$ cat src/rtl/ex_mem_stage_if.sv
// rtl/ex_mem_stage_if.sv - EX-side and MEM-side handshake bundle for ex_mem_stage
interface ex_mem_stage_if #(
    parameter int DATA_W = 32
);
    logic              ex_valid;
    logic              ex_ready;
    logic [DATA_W-1:0] ex_alu_result;
    logic              ex_zero;
    logic [DATA_W-1:0] ex_store_data;
    logic [4:0]        ex_dest_reg;
    logic [15:0]       ex_imm;
    logic [DATA_W-1:0] ex_pc_plus4;
    logic [5:0]        ex_ctrl;

    logic              mem_valid;
    logic              mem_ready;
    logic [DATA_W-1:0] mem_alu_result;
    logic [DATA_W-1:0] mem_store_data;
    logic [4:0]        mem_dest_reg;
    logic [3:0]        mem_ctrl;
    logic              mem_branch_taken;
    logic [DATA_W-1:0] mem_branch_target;

    // master: the surrounding pipeline (EX producer and MEM consumer)
    modport master (
        output ex_valid, ex_alu_result, ex_zero, ex_store_data, ex_dest_reg,
               ex_imm, ex_pc_plus4, ex_ctrl, mem_ready,
        input  ex_ready, mem_valid, mem_alu_result, mem_store_data,
               mem_dest_reg, mem_ctrl, mem_branch_taken, mem_branch_target
    );

    modport slave (
        input  ex_valid, ex_alu_result, ex_zero, ex_store_data, ex_dest_reg,
               ex_imm, ex_pc_plus4, ex_ctrl, mem_ready,
        output ex_ready, mem_valid, mem_alu_result, mem_store_data,
               mem_dest_reg, mem_ctrl, mem_branch_taken, mem_branch_target
    );
endinterface

$ cat src/rtl/ex_mem_stage.sv
// rtl/ex_mem_stage.sv - EX/MEM pipeline register with 2-entry skid buffer and branch resolve
module ex_mem_stage #(
    parameter int DATA_W = 32,
    parameter int CNT_W  = 16
) (
    input  logic             clk,
    input  logic             rst_n,
    input  logic             flush,
    ex_mem_stage_if.slave    bus,
    output logic [CNT_W-1:0] stall_count
);
    typedef enum logic [1:0] {EMPTY, ONE, TWO} state_t;

    typedef struct packed {
        logic [DATA_W-1:0] alu_result;
        logic [DATA_W-1:0] store_data;
        logic [4:0]        dest_reg;
        logic [3:0]        ctrl;
        logic              taken;
        logic [DATA_W-1:0] target;
    } entry_t;

    state_t      state;
    entry_t      main_q;
    entry_t      skid_q;
    entry_t      in_entry;
    logic        mem_valid_q;
    logic        ex_ready_q;
    logic        accept;
    logic        pop;
    logic [DATA_W-1:0] imm_ext;

    always_comb begin
        imm_ext             = {{(DATA_W-16){bus.ex_imm[15]}}, bus.ex_imm};
        in_entry            = '0;
        in_entry.alu_result = bus.ex_alu_result;
        in_entry.store_data = bus.ex_store_data;
        in_entry.dest_reg   = bus.ex_dest_reg;
        in_entry.ctrl       = bus.ex_ctrl[3:0];
        // ex_ctrl[5] = branch, ex_ctrl[4] = branch_ne
        in_entry.taken      = bus.ex_ctrl[5] & (bus.ex_zero ^ bus.ex_ctrl[4]);
        in_entry.target     = bus.ex_pc_plus4 + (imm_ext << 2);
        accept              = bus.ex_valid & ex_ready_q;
        pop                 = mem_valid_q & bus.mem_ready;
    end

    always_ff @(posedge clk or negedge rst_n) begin
        if (!rst_n) begin
            state       <= EMPTY;
            main_q      <= '0;
            skid_q      <= '0;
            mem_valid_q <= 1'b0;
            ex_ready_q  <= 1'b1;
            stall_count <= '0;
        end else begin
            if (mem_valid_q && !bus.mem_ready && stall_count != {CNT_W{1'b1}})
                stall_count <= stall_count + 1'b1;

            if (flush) begin
                state       <= EMPTY;
                mem_valid_q <= 1'b0;
                ex_ready_q  <= 1'b1;
            end else begin
                case (state)
                    EMPTY: begin
                        if (accept) begin
                            main_q      <= in_entry;
                            state       <= ONE;
                            mem_valid_q <= 1'b1;
                        end
                    end
                    ONE: begin
                        if (accept && pop) begin
                            main_q <= in_entry;
                        end else if (accept) begin
                            skid_q     <= in_entry;
                            state      <= TWO;
                            ex_ready_q <= 1'b0;
                        end else if (pop) begin
                            state       <= EMPTY;
                            mem_valid_q <= 1'b0;
                        end
                    end
                    TWO: begin
                        if (pop) begin
                            main_q     <= skid_q;
                            state      <= ONE;
                            ex_ready_q <= 1'b1;
                        end
                    end
                    default: begin
                        state       <= EMPTY;
                        mem_valid_q <= 1'b0;
                        ex_ready_q  <= 1'b1;
                    end
                endcase
            end
        end
    end

    assign bus.ex_ready          = ex_ready_q;
    assign bus.mem_valid         = mem_valid_q;
    assign bus.mem_alu_result    = main_q.alu_result;
    assign bus.mem_store_data    = main_q.store_data;
    assign bus.mem_dest_reg      = main_q.dest_reg;
    assign bus.mem_ctrl          = main_q.ctrl;
    assign bus.mem_branch_taken  = main_q.taken & mem_valid_q;
    assign bus.mem_branch_target = main_q.target;
endmodule

$ cat src/flat_wrapper.sv
// flat-port wrapper written by rule: the top's interface ports become plain ports
module ex_mem_stage_flat 
#(
    parameter int DATA_W = 32,
    parameter int CNT_W  = 16
)
  (clk, rst_n, flush, stall_count, bus_ex_valid, bus_ex_alu_result, bus_ex_zero, bus_ex_store_data, bus_ex_dest_reg, bus_ex_imm, bus_ex_pc_plus4, bus_ex_ctrl, bus_mem_ready, bus_ex_ready, bus_mem_valid, bus_mem_alu_result, bus_mem_store_data, bus_mem_dest_reg, bus_mem_ctrl, bus_mem_branch_taken, bus_mem_branch_target);
  ex_mem_stage_if #(.DATA_W(DATA_W)) bus_i ();
  input  logic clk;
  input  logic rst_n;
  input  logic flush;
  output logic [CNT_W-1:0] stall_count;
  input wire logic [$bits(bus_i.ex_valid)-1:0] bus_ex_valid;
  input wire logic [$bits(bus_i.ex_alu_result)-1:0] bus_ex_alu_result;
  input wire logic [$bits(bus_i.ex_zero)-1:0] bus_ex_zero;
  input wire logic [$bits(bus_i.ex_store_data)-1:0] bus_ex_store_data;
  input wire logic [$bits(bus_i.ex_dest_reg)-1:0] bus_ex_dest_reg;
  input wire logic [$bits(bus_i.ex_imm)-1:0] bus_ex_imm;
  input wire logic [$bits(bus_i.ex_pc_plus4)-1:0] bus_ex_pc_plus4;
  input wire logic [$bits(bus_i.ex_ctrl)-1:0] bus_ex_ctrl;
  input wire logic [$bits(bus_i.mem_ready)-1:0] bus_mem_ready;
  output wire logic [$bits(bus_i.ex_ready)-1:0] bus_ex_ready;
  output wire logic [$bits(bus_i.mem_valid)-1:0] bus_mem_valid;
  output wire logic [$bits(bus_i.mem_alu_result)-1:0] bus_mem_alu_result;
  output wire logic [$bits(bus_i.mem_store_data)-1:0] bus_mem_store_data;
  output wire logic [$bits(bus_i.mem_dest_reg)-1:0] bus_mem_dest_reg;
  output wire logic [$bits(bus_i.mem_ctrl)-1:0] bus_mem_ctrl;
  output wire logic [$bits(bus_i.mem_branch_taken)-1:0] bus_mem_branch_taken;
  output wire logic [$bits(bus_i.mem_branch_target)-1:0] bus_mem_branch_target;
  assign bus_i.ex_valid = bus_ex_valid;
  assign bus_i.ex_alu_result = bus_ex_alu_result;
  assign bus_i.ex_zero = bus_ex_zero;
  assign bus_i.ex_store_data = bus_ex_store_data;
  assign bus_i.ex_dest_reg = bus_ex_dest_reg;
  assign bus_i.ex_imm = bus_ex_imm;
  assign bus_i.ex_pc_plus4 = bus_ex_pc_plus4;
  assign bus_i.ex_ctrl = bus_ex_ctrl;
  assign bus_i.mem_ready = bus_mem_ready;
  assign bus_ex_ready = bus_i.ex_ready;
  assign bus_mem_valid = bus_i.mem_valid;
  assign bus_mem_alu_result = bus_i.mem_alu_result;
  assign bus_mem_store_data = bus_i.mem_store_data;
  assign bus_mem_dest_reg = bus_i.mem_dest_reg;
  assign bus_mem_ctrl = bus_i.mem_ctrl;
  assign bus_mem_branch_taken = bus_i.mem_branch_taken;
  assign bus_mem_branch_target = bus_i.mem_branch_target;
  ex_mem_stage #(.DATA_W(DATA_W), .CNT_W(CNT_W)) u_core (.clk(clk), .rst_n(rst_n), .flush(flush), .bus(bus_i), .stall_count(stall_count));
endmodule
$ cat config.mk
export PLATFORM = sky130hd
export DESIGN_NAME = ex_mem_stage_flat
export DESIGN_NICKNAME = d
export VERILOG_FILES = /design/src/rtl/ex_mem_stage_if.sv /design/src/rtl/ex_mem_stage.sv /design/src/flat_wrapper.sv
export SDC_FILE = /design/constraint.sdc
export NUM_CORES = 1
export LEC_CHECK = 0
export ABC_AREA = 1
export CELL_PAD_IN_SITES_DETAIL_PLACEMENT = 1
export CELL_PAD_IN_SITES_GLOBAL_PLACEMENT = 2
export CORE_MARGIN = 5
export CORE_UTILIZATION = 32
export CTS_CLUSTER_DIAMETER = 100
export DETAILED_ROUTE_END_ITERATION = 10
export GPL_TIMING_DRIVEN = 0
export PLACE_DENSITY = 0.89
export SLEW_MARGIN = 25
export SYNTH_ARGS = -nofsm -noshare
export SYNTH_HDL_FRONTEND = slang
export SYNTH_SLANG_ARGS = --single-unit
$ cat constraint.sdc
create_clock -name clk -period 4.25 [get_ports clk]
set_input_delay 1.0625 -clock clk [delete_from_list [all_inputs] [get_ports clk]]
set_output_delay 1.0625 -clock clk [all_outputs]
set_load 0.05 [all_outputs]
# --- After elaboration in Yosys (flattened, before gate mapping) ---
# Cells that the tools add are included.
totals:
  out_inout_bits: 124
  regBits: 232
  wordCells: 73
  in_bits: 129
op_classes:
  n_bitwise: 7
  addsub: 2
  n_eq_ne: 15
  n_reduce_logical: 11
  muxes: 22
ops:
  columns: ["operator", "count"]
  rows:
  - ["$mux 106", 3]
  - ["$pmux 106 s3", 1]
  - ["$add 32x32->32", 1]
  - ["$add 16x1->16 const B", 1]
  - ["$ne 16x16->1 const B", 1]
  - ["$mux 2", 6]
  - ["$ne 3x2->1 const B", 4]
  - ["$reduce_and 4->1", 3]
  - ["$reduce_and 5->1", 2]
  - ["$mux 1", 9]
  - ["$ne 2x1->1 const B", 3]
  - ["$ne 3x3->1 const B", 2]
  - ["$pmux 1 s3", 2]
  - ["$pmux 2 s3", 1]
  - ["$and 1x1->1", 4]
  - ["$ne 2x2->1 const B", 2]
  - ["$ne 4x2->1 const B", 1]
  - ["$logic_and 1x1->1", 3]
  - ["$reduce_bool 3->1", 1]
  - ["$eq 2x1->1 const B", 1]
  - ["$eq 2x2->1 const B", 1]
  - ["$logic_not 2->1", 1]
  - ["$not 1->1", 2]
  - ["$logic_not 1->1", 1]
  - ["$xor 1x1->1", 1]

# --- Logic depth before layout (Yosys ltp) ---
# Gate-level depths: netlist of the first run.
depth:
  word_depth: 6
  mapped_depth: 16
  mapped_depth_nobuf: 16

# --- Worst setup path after synthesis of the first run ---
# OpenSTA, ideal clock, no wires.
synth_path:
  path_type: "input port to flip-flop"
  start: "input bus_ex_pc_plus4[2]"
  end: "register u_core.main_q, in the netlist u_core.bus.mem_branch_target[24]"
  setup_ns: 0.117
  slack_ns: 1.637
  cell_stages: 15
  t_arrival_ns: 2.496
  path_cell_list: "ha_1 > inv_1 > fa_1 > inv_1 > nand3_1 > nand2_1 > nand2_1 > nand2_1 > nand2_1 > nand2_1 > nand2_1 > nand3_1 > nand3_1 > nand2_1 > nand2_1"
synth_between:
  elab_chain_len: 3
  elab_cells_between_ends: 4
  classes_between: "1 x add/sub; 3 x mux"
synth_rtl:
  columns: ["element", "line", "rtl"]
  rows:
  - ["start, declared", "flat_wrapper.sv:19", "input wire logic [$bits(bus_i.ex_pc_plus4)-1:0] bus_ex_pc_plus4;"]
  - ["$add 32x32->32 (*)", "ex_mem_stage.sv:42", "in_entry.target = bus.ex_pc_plus4 + (imm_ext << 2);"]
  - ["$mux 106, on equally long branches", "ex_mem_stage.sv:73, ex_mem_stage.sv:66", null]
  - ["$pmux 106 s3 (*)", "ex_mem_stage.sv:64", "case (state)"]
  - ["end signal, assigned", "ex_mem_stage.sv:67", "main_q <= in_entry;"]
  - ["end signal, assigned", "ex_mem_stage.sv:74", "main_q <= in_entry;"]
  - ["end signal, assigned", "ex_mem_stage.sv:86", "main_q <= skid_q;"]
  - ["end, declared", "ex_mem_stage.sv:24", "entry_t main_q;"]
# Every way passes the cells marked *; elsewhere a longest branch is shown, timed or not. The select of a mux whose other input is x is not followed.
# A chain may end at the register's enable or synchronous reset.

# --- Worst setup path after layout of the first run ---
layout_path:
  start: "input bus_ex_imm[15]"
  end: "register u_core.skid_q[28] in the netlist's numbering"
layout_between:
  elab_chain_len: 1
layout_rtl:
  columns: ["element", "line", "rtl"]
  rows:
  - ["start, declared", "flat_wrapper.sv:18", "input wire logic [$bits(bus_i.ex_imm)-1:0] bus_ex_imm;"]
  - ["$add 32x32->32", "ex_mem_stage.sv:42", null]
  - ["end signal, assigned", "ex_mem_stage.sv:76", "skid_q <= in_entry;"]
  - ["end, declared", "ex_mem_stage.sv:25", "entry_t skid_q;"]
# No other way between the ends.

==> results of run 1 <==
cells by family after synthesis:
| logic type | share of synthesized area |
|---|---|
| compound gates | 0.08121 |
| xor+xnor | 0.02062 |
| fa+ha+maj | 0.03103 |
| buf+inv | 0.1283 |
| flops | 0.4558 |
| simple gates | 0.2831 |
stage by stage:
| step | setup WS [ps] | TNS, ps | std cells | util |
|---|---|---|---|---|
| after floorplan | 1637 | 0 | 1720 | - |
| after global placement | -8286 | -1913240 | 2497 | 0.4025 |
| after detailed placement | 532.7 | 0 | 2499 | 0.4041 |
| after CTS | 1084 | 0 | 2549 | 0.4297 |
| after global routing | 859.9 | 0 | 2551 | 0.4298 |
| final | 1149 | 0 | 2551 | 0.4298 |
Yosys cell counts (all sizes together), types with 2 or more instances:
library cell,number
a21o,3
a21oi,41
a31oi,81
and2,4
buf,137
clkbuf,36
dfrtp,231
ha,30
inv,141
nand2,719
nand3,44
nand3b,2
nand4,2
nor2,151
nor3,10
o211ai,3
o21a,6
o21ai,45
xnor2,14
xor2,16
layout make-up:
cell class	count	area, µm²	area share
flip-flops and latches	232	5807	0.3416
multi-input cells	1174	5300	0.3118
repair buffers	254	2582	0.1519
plain buffers	173	1105	0.06499
clock buffers	33	758.2	0.04460
well taps	525	656.9	0.03864
inverters	141	529.3	0.03114
clock inverters	17	255.2	0.01502
diodes	2	5.005	0.0002944
worst min-delay path, cell delays in order, from the launching register on:
cell and delay [ps]:
dfrtp_1 340, nand2_1 50, nand2_1 50
worst paths after layout:
kind	startpoint	endpoint	slack, ps	depth (start not counted)
worst min-delay path	u_core.skid_q[82]$_DFFE_PN0P_	u_core.skid_q[82]$_DFFE_PN0P_	470	2
min in group asynchronous	rst_n	u_core.stall_count[8]$_DFFE_PN0P_	480	1
worst max register to register	u_core.state[1]$_DFFE_PN0P_	u_core.bus.mem_branch_target[24]$_DFFE_PN0P_	1930	8
worst max-delay path	bus_ex_imm[15]	u_core.skid_q[28]$_DFFE_PN0P_	1150	12
max in group asynchronous	rst_n	u_core.bus.mem_store_data[25]$_DFFE_PN0P_	2920	2
worst min register to register	u_core.skid_q[82]$_DFFE_PN0P_	u_core.skid_q[82]$_DFFE_PN0P_	470	2
power by group through the flow:
stage | clock, mW | sequential (mW) | combinational (mW)
floorplan | 0 | 3.75 | 4.26
global placement | 0 | 3.78 | 6.15
detailed placement | 0 | 3.82 | 6.29
CTS | 2.66 | 3.80 | 6.33
global route | 2.76 | 3.91 | 6.71
finish | 2.60 | 3.79 | 6.22
per-layer routing:
metal  track usage  vias to the layer above  wire [µm]
met5             0                        -         13
met4       0.03938                        2        841
met3       0.02108                       45       1487
met2        0.3435                      217      21310
met1        0.2522                     5730      19250
li1              -                     5833          -
==> results.md, run 1 <==
* Run status: finished, final reports clean
* Worst vdd ir at 0.3153 mV
* Critical Path AT at around 3500 ps
* Fin. Hold Viols at 0
* First-pass GRT wire length at 68510 µm
* Post-DP HPWL at 32860 µm
* Largest net degree at the start of global routing at 90
* Final nets at 2163
* Drt first-iter violations at 460
* CTS Root Cell: clkbuf_16
* Clock share of power at 0.206
* Post-DP Area at 15980 µm²
* Most frequent CP cell: nand2_1
* Layout cells sized above 1 at 0.09783
* CP cell instances: clkdlybuf4s50_1 > ha_1 > nand2_1 > inv_1 > a21oi_1 > nand2_1 > a21oi_1 > nand2_1 > nand2_1 > nand2_1 > nand2_1 > o21ai_0
* Setup CP Type: in -> reg
* Sequential fraction of the synthesis area at 0.4558
* Worst Tran Pin Value at 835.1 ps
* Cts repair resizes at 0
* Post-synth top area share at 0.4537
* Hold/Removal Path Class: reg -> reg
* Ys Warns at 0
* ANT nets after route at 0
* Unique cell type count in the Yosys netlist at 30
* Leak at 8.495 nW
* Rows at 73
* Min Tclk post-route at 3101 ps
* Mapped Nets at 1880
* Post-CTS Hold Fix Bufs at 0
* Deepest clock path buffer count at 3
* Syn Inst Count at 1720
* P per Cell Area at 741.8 nW/µm²
* Die area at 43910 µm²
* Synth Flop Type: dfrtp_1
* CP peak stage delay at 710 ps
* Fmax at ~320 MHz
* Port bufs at 252
* Clk sink count at around 230
* Most frequent cells in the layout: 719 x nand2_1, 251 x clkdlybuf4s50_1, 231 x dfrtp_1
* FILL cells at 4888
* Area leader, netlist: dfrtp_1
* Final setup vio count at 0
* Largest register FFs at 106
* Sequential Power Share at 0.300
* Worst-skew pair later-pin latency at 530 ps
* Clk_skew at 10.14 ps
* CP required at 4630 ps
* Mapped Avg Cell Area at around 7.4 µm²
* Most flops, register: u_core.skid_q
* Vias/cell at ~4.6
* Congestion Overflow GR at 0
* Fin crit share at 0.7297
* I/O pin count at 253
* Total of max-cap violations at 0
* CP max FO at 15
* Die Wd at 209.5 µm
* Setup Buffers After CTS at 0
* WP buf/inv at 2
* Routed len/inst at 16.82 µm
* Ys async rst share at 1.000
* RD Place Congestion at 0.8697
* Vias in the first global route at 12570
* Core area at between 30000 and 40000 µm²
* Rel. slew slack at 0.4433
* DRC violations left at 0
* H-Tree Level Count at 1
* CP top delay family: buffers and inverters
* Crit path max-delay cell type: clkdlybuf4s50_1
* Net Switching at 5.407 mW
* Clock transition at path regs at 60 ps
* Initial antenna violation count at 3
* Routed via count at 11830
* #FFs+latches synth at 232
* Comb pwr share at 0.493
* Hold slack at 470.0 ps
* Area contributors post-synth: dfrtp_1 45%, nand2_1 21%, buf_4 6.7%
* Post-synth EDFFs at 0
* P_int at 7.202 mW
* Setup crit start kind: input pin
* Initial DRT Pass Iterations at 4
* Layout area overhead at 33.42%
* Overall global routing resource usage at 0.1920
* Sw frac at 0.4288
* Final total power at 12.61 mW
* Vert. Die Dim at 209.5 µm
* RSZ-0062 raised after global routing: false
* Fin area at ~17000 µm²
* Cts bufs inserted at 27
* Most frequent standard cell in the layout excluding fill and tap cells: nand2_1
* Final WL at about 43000 µm
* CP Capture Type: flip-flop
* Final slew viol count at 0
* Mapped Area at approximately 13000 µm²
* CTS tree: yes
* Initial Util at 0.3222
(Power assumes the default switching activity.)
==> run 2: changes to the inputs <==
CORE_UTILIZATION = 27   (was 32)
PLACE_DENSITY = 0.8   (was 0.89)
clock period = 2.52 ns   (was 4.25 ns; I/O delays follow)
==> results.md, run 2 (synthesis gave the netlist of run 1 again) <==
* Run status: finished, final reports clean
* Setup Buffers After CTS at 0 (unchanged)
* CP max FO at 2 (-13)
* Sw frac at 0.4245 (-0.004347)
* Final nets at 2165 (+0.092%)
* Routed len/inst at 16.76 µm (-0.34%)
* RD Place Congestion at 0.8044 (-7.5%)
* Setup crit start kind: flip-flop
* Layout cells sized above 1 at 0.1052 (+0.007359)
* Rows at 79 (+8.2%)
* Initial DRT Pass Iterations at 4 (unchanged)
* CP Capture Type: output port
* CTS tree: yes
* Sequential Power Share at 0.296 (-0.004)
* Fin. Hold Viols at 0 (unchanged)
* Post-DP HPWL at 34060 µm (+3.6%)
* Worst vdd ir at 0.5063 mV (+61%)
* Hold slack at 469.9 ps (-0.1280 ps)
* Final slew viol count at 0 (unchanged)
* Most flops, register: u_core.skid_q
* Leak at 8.687 nW (+2.3%)
* Final WL at 44170 µm (+2.9%)
* Vias/cell at 4.449 (-4.0%)
* Total of max-cap violations at 0 (unchanged)
* Largest register FFs at 106 (unchanged)
* Vert. Die Dim at 227.2 µm (+8.4%)
* Fin crit share at 0.9841
* ANT nets after route at 0 (unchanged)
* Most frequent cells in the layout: 711 x nand2_1, 231 x dfrtp_1, 222 x clkdlybuf4s50_1
* Deepest clock path buffer count at 3 (unchanged)
* Layout area overhead at 35.49%
* H-Tree Level Count at 1 (unchanged)
* Congestion Overflow GR at 0 (unchanged)
* CP required at 1890 ps (-2740 ps)
* Hold/Removal Path Class: reg -> reg
* Critical Path AT at 1850 ps (-1640 ps)
* CTS Root Cell: clkbuf_16
* P per Cell Area at 1245 nW/µm² (+68%)
* Setup CP Type: reg -> out
* RSZ-0062 raised after global routing: true
* Final setup vio count at 0 (unchanged)
* Net Switching at 9.122 mW (+69%)
* Worst-skew pair later-pin latency at 560 ps (+30 ps)
* Worst Tran Pin Value at 721.4 ps (-113.7 ps)
* Clk_skew at 27.21 ps (+17.08 ps)
* Clock transition at path regs at 60 ps (about the same)
* Clock share of power at 0.219 (+0.013)
* Die area at 51630 µm² (+18%)
* Drt first-iter violations at 511 (+11%)
* Min Tclk post-route at between 2000 and 2500 ps
* Cts bufs inserted at 27 (unchanged)
* Routed via count at 11720 (-0.87%)
* Layout Utilization at 0.3700 (-0.05980)
* First-pass GRT wire length at 69400 µm (+1.3%)
* Initial antenna violation count at 2 (-1)
* Overall global routing resource usage at 0.1683 (-0.02373)
* Comb pwr share at 0.485 (-0.008)
* P_int at 12.37 mW (+72%)
* Die Wd at 227.2 µm (+8.4%)
* Most frequent standard cell in the layout excluding fill and tap cells: nand2_1
* Vias in the first global route at 12490 (-0.62%)
* Port bufs at 252 (unchanged)
* I/O pin count at 253 (unchanged)
* Largest net degree at the start of global routing at 77 (-14%)
* DRC violations left at 0 (unchanged)
* Clk sink count at 232 (unchanged)
* Initial Util at 0.2731 (-0.04906)
* Core area at 46650 µm² (+18%)
* Rel. slew slack at 0.5191 (+0.07581)
* Fmax at 403.2 MHz
==> run 2: changes by cell type in the layout (fill, tap and decap cells not counted), moves of 3 or more <==
cell and change:
clkdlybuf4s50_1 -29, nand3_1 -4, bufinv_16 +3, dlymetal6s2s_1 +10, nand2_1 -8, nand2_2 +8
dlygate4sd2_1 +18, nand3_2 +4
==> run 2: final timing paths <==
check	from	endpoint	slack, ps	cells after the start
min in group asynchronous	rst_n	u_core.stall_count[6]$_DFFE_PN0P_	560	2
setup / recovery	u_core.bus.mem_branch_target[18]$_DFFE_PN0P_	bus_mem_branch_target[18]	40	2
hold / removal	u_core.skid_q[65]$_DFFE_PN0P_	u_core.skid_q[65]$_DFFE_PN0P_	470	2
max in group asynchronous	rst_n	u_core.bus.mem_store_data[10]$_DFFE_PN0P_	950	4
hold reg to reg	u_core.skid_q[65]$_DFFE_PN0P_	u_core.skid_q[65]$_DFFE_PN0P_	470	2
setup reg to reg	u_core.state[1]$_DFFE_PN0P_	u_core.bus.mem_ctrl[0]$_DFFE_PN0P_	310	7
==> run 2: final cells by class <==
class | instances | area (µm²)
plain buffers | 173 | 1117
diodes | 3 | 7.507
inverters | 141 | 529.3
flip-flops and latches | 232 | 5807
clock inverters | 15 | 307.8
multi-input cells | 1174 | 5355
clock buffers | 34 | 762.0
well taps | 607 | 759.5
fillers | 5729 | 29390
repair buffers | 256 | 2618
==> run 2: metal layers <==
layer | up-vias | routed length (µm) | track usage
met5 | - | 0 | 0
met4 | 0 | 741 | 0.03569
met3 | 39 | 1276 | 0.01612
met2 | 189 | 21810 | 0.2992
met1 | 5654 | 20340 | 0.2238
li1 | 5842 | - | -
==> run 2: timing repair <==
| action | in CTS | in global routing |
|---|---|---|
| gates resized for setup | 24 | 28 |
| gates cloned | 0 | 0 |
| endpoints found under the setup margin | 40 | 31 |
| pin swaps | 0 | 5 |
| endpoints found under the hold margin | 34 | 0 |
| hold buffers | 1 | 0 |
==> run 2: critical path, cell delays in order (launching register included) <==
cell             delay [ps]
dfrtp_1                 400
buf_4                   130
clkdlybuf4s50_1         790
==> run 2: stage by stage <==
step | cell area [µm²] | std cells | setup TNS [ps] | power [mW] | setup slack (ps)
after floorplan | 12740 | 1720 | 0 | 13.51 | 339.8
after global placement | 16020 | 2579 | -2345360 | 16.84 | -9906
after detailed placement | 16110 | 2582 | -66700 | 17.08 | -854.2
after CTS | 17190 | 2632 | 0 | 21.82 | 0.2072
after global routing | 17260 | 2634 | -10.37 | 22.83 | -10.37
final | 17260 | 2635 | 0 | 21.49 | 39.96
==> run 2: power groups by stage <==
stage | Clock [mW] | Combinational (mW) | Sequential [mW]
after floorplan | 0 | 7.19 | 6.33
after global placement | 0 | 10.5 | 6.39
after detailed placement | 0 | 10.6 | 6.43
after CTS | 4.83 | 10.6 | 6.38
after global routing | 4.97 | 11.3 | 6.57
final | 4.70 | 10.4 | 6.37
==> run 3: changes to the inputs <==
==> constraint.sdc (replaced) <==
create_clock -name clk -period 2.52 [get_ports clk]
set_input_delay 0.63 -clock clk [delete_from_list [all_inputs] [get_ports clk]]
set_output_delay 0.63 -clock clk [all_outputs]
set_load 0.005 [all_outputs]
==> results.md, run 3 (synthesis gave the netlist of run 1 again) <==
* Run status: finished, final reports clean
* Setup WS post-layout at 129.2 ps (+89.28 ps)
* CTS Root Cell: clkbuf_16
* Cts bufs inserted at 27 (unchanged)
* P_int at 12.46 mW (+0.72%)
* Min Tclk post-route at 2391 ps (-89.28 ps)
* Initial DRT Pass Iterations at 4 (unchanged)
* CP top delay family: simple AND/OR/NAND/NOR gates
* Worst vdd ir at 0.5000 mV (-1.2%)
* Clk sink count at 232 (unchanged)
* Initial Util at 0.2731 (unchanged)
* Post-DP HPWL at 34060 µm (unchanged)
* Final setup vio count at 0 (unchanged)
* Leak at 8.568 nW (-1.4%)
* CP required at 2970 ps (+1080 ps)
* Clk_skew at 26.03 ps (-1.179 ps)
* Die area at 51630 µm² (unchanged)
* Overall global routing resource usage at 0.1683 (about the same)
* Routed via count at 11740 (+0.14%)
* ANT nets after route at 0 (unchanged)
* Deepest clock path buffer count at 3 (unchanged)
* Fin crit share at 0.9487 (-0.03543)
* Post-Place Setup Slack at -854.2 ps (unchanged)
* Comb pwr share at 0.402 (-0.083)
* Largest register FFs at 106 (unchanged)
* Most frequent cells in the layout: 711 x nand2_1, 249 x clkdlybuf4s50_1, 231 x dfrtp_1
* Worst reg2reg path depth at 7 (unchanged)
* Setup CP Type: in -> reg
* Rows at 79 (unchanged)
* RD Place Congestion at 0.8044 (unchanged)
* Initial antenna violation count at 2 (unchanged)
* Setup crit start kind: input pin
* Layout area overhead at 35.49% (unchanged)
* RSZ-0062 raised after global routing: true
* I/O pin count at 253 (unchanged)
* H-Tree Level Count at 1 (unchanged)
* Vias/cell at 4.455 (+0.14%)
* Total of max-cap violations at 0 (unchanged)
* Post-DP Area at 16110 µm² (unchanged)
* CTS tree: yes
* Sw frac at 0.3275 (-0.09698)
* CP cell instances: clkdlybuf4s50_1 > ha_4 > inv_1 > fa_2 > inv_1 > nand3_1 > nand2_2 > nand2_1 > nand2_1 > nand2_1 > nand2_2 > nand2_2 > nand2_1 > nand2_1 > nand2_1 > nand2_1 > o21ai_0
* Hold/Removal Path Class: reg -> reg
* Final nets at 2165 (unchanged)
* Rel. slew slack at 0.5188 (about the same)
* Crit path max-delay cell type: clkdlybuf4s50_1
* First-pass GRT wire length at 69390 µm (about the same)
* Vias in the first global route at 12490 (unchanged)
* Fmax at 418.3 MHz (+3.7%)
* Setup Buffers After CTS at 0 (unchanged)
* Critical Path AT at 2840 ps (+990 ps)
* Fin. Hold Viols at 0 (unchanged)
* Drt first-iter violations at 474 (-7.2%)
* Core area at 46650 µm² (unchanged)
* Vert. Die Dim at 227.2 µm (unchanged)
* Largest net degree at the start of global routing at 77 (unchanged)
* CP max FO at 4 (+2)
* CP peak stage delay at 510 ps (-280 ps)
* Final WL at 44190 µm (about the same)
* Hold path depth at 2 (unchanged)
* DRC violations left at 0 (unchanged)
* Clock transition at path regs at 60 ps (about the same)
* Most frequent standard cell in the layout excluding fill and tap cells: nand2_1
* Fin area at 17260 µm² (unchanged)
* Congestion Overflow GR at 0 (unchanged)
* Worst Tran Pin Value at 721.8 ps (+0.4143 ps)
* Clock share of power at 0.254 (+0.035)
* Die Wd at 227.2 µm (unchanged)
* CP Capture Type: flip-flop
* Routed len/inst at 16.77 µm (about the same)
* Net Switching at 6.066 mW (-33%)
* Final slew viol count at 0 (unchanged)
* Most flops, register: u_core.skid_q
* Sequential Power Share at 0.344 (+0.048)
* Most frequent CP cell: nand2_1
* Layout cells sized above 1 at 0.1052 (unchanged)
* Crit path depth at 17 (+15)
* Worst-skew pair later-pin latency at 550 ps (about the same)
* Fin Setup TNS at 0 ps (unchanged)
* WP buf/inv at 3 (+1)
* Port bufs at 252 (unchanged)
* P per Cell Area at 1073 nW/µm² (-14%)
-- run 3: cell types whose count changed in the layout (fill, tap and decap cells not counted) --
cell             previous run  this run
clkdlybuf4s50_1           222       249
dlygate4sd2_1              18         0
dlymetal6s2s_1             10         1
-- run 3: metal layers --
layer | GRT usage | part of all wire | up-vias
li1 | - | - | 5843
met1 | 0.2237 | 0.46 | 5667
met2 | 0.2992 | 0.49 | 192
met3 | 0.01612 | 0.031 | 38
met4 | 0.03569 | 0.017 | 0
met5 | 0 | 0 | -
-- run 3: what timing repair did --
item	4_1_cts	5_1_grt
endpoints found under the setup margin	22	22
pin swaps	0	5
gates resized for setup	6	19
endpoints found under the hold margin	34	0
hold buffers	1	0
-- run 3: final timing paths --
check	startpoint	endpoint	slack, ps
worst min register to register	u_core.skid_q[65]$_DFFE_PN0P_	u_core.skid_q[65]$_DFFE_PN0P_	470
max in group asynchronous	rst_n	u_core.bus.mem_store_data[10]$_DFFE_PN0P_	950
worst max register to register	u_core.state[1]$_DFFE_PN0P_	u_core.bus.mem_ctrl[0]$_DFFE_PN0P_	300
min in group asynchronous	rst_n	u_core.stall_count[6]$_DFFE_PN0P_	560
worst max-delay path	bus_ex_pc_plus4[2]	u_core.skid_q[24]$_DFFE_PN0P_	130
worst min-delay path	u_core.skid_q[65]$_DFFE_PN0P_	u_core.skid_q[65]$_DFFE_PN0P_	470
-- run 3: through the flow --
step                      utilization  std cells  power (mW)  hold slack (ps)
after global placement         0.3434       2579       13.79            453.3
final                          0.3700       2635       18.52            469.9
after floorplan                     -       1720       10.36            334.4
after global routing           0.3700       2634       19.87            489.9
after CTS                      0.3689       2632       18.85            473.7
after detailed placement       0.3453       2582       14.02            458.5
-- run 3: cell type report --
cell class                      instances  area, µm²
Timing Repair Buffer                  256       2618
Buffer                                173       1117
Clock inverter                         15      307.8
Fill cell                            5724      29390
Tap cell                              607      759.5
Clock buffer                           34      762.0
Sequential cell                       232       5807
Multi-Input combinational cell       1174       5355
Antenna cell                            3      7.507
Inverter                              141      529.3
-- run 3: power by group through the flow --
stage                     Clock [mW]  Combinational (mW)  Sequential (mW)
final                           4.70                7.45             6.37
after global routing            4.97                8.33             6.57
after CTS                       4.83                7.64             6.38
after detailed placement           0                7.59             6.43
after global placement             0                7.40             6.39
after floorplan                    0                4.21             6.15
-- run 3: worst min-delay path, cell delays in order, from the launching register on --
cell	delay [ps]
dfrtp_1	340
nand2_1	50
nand2_1	50
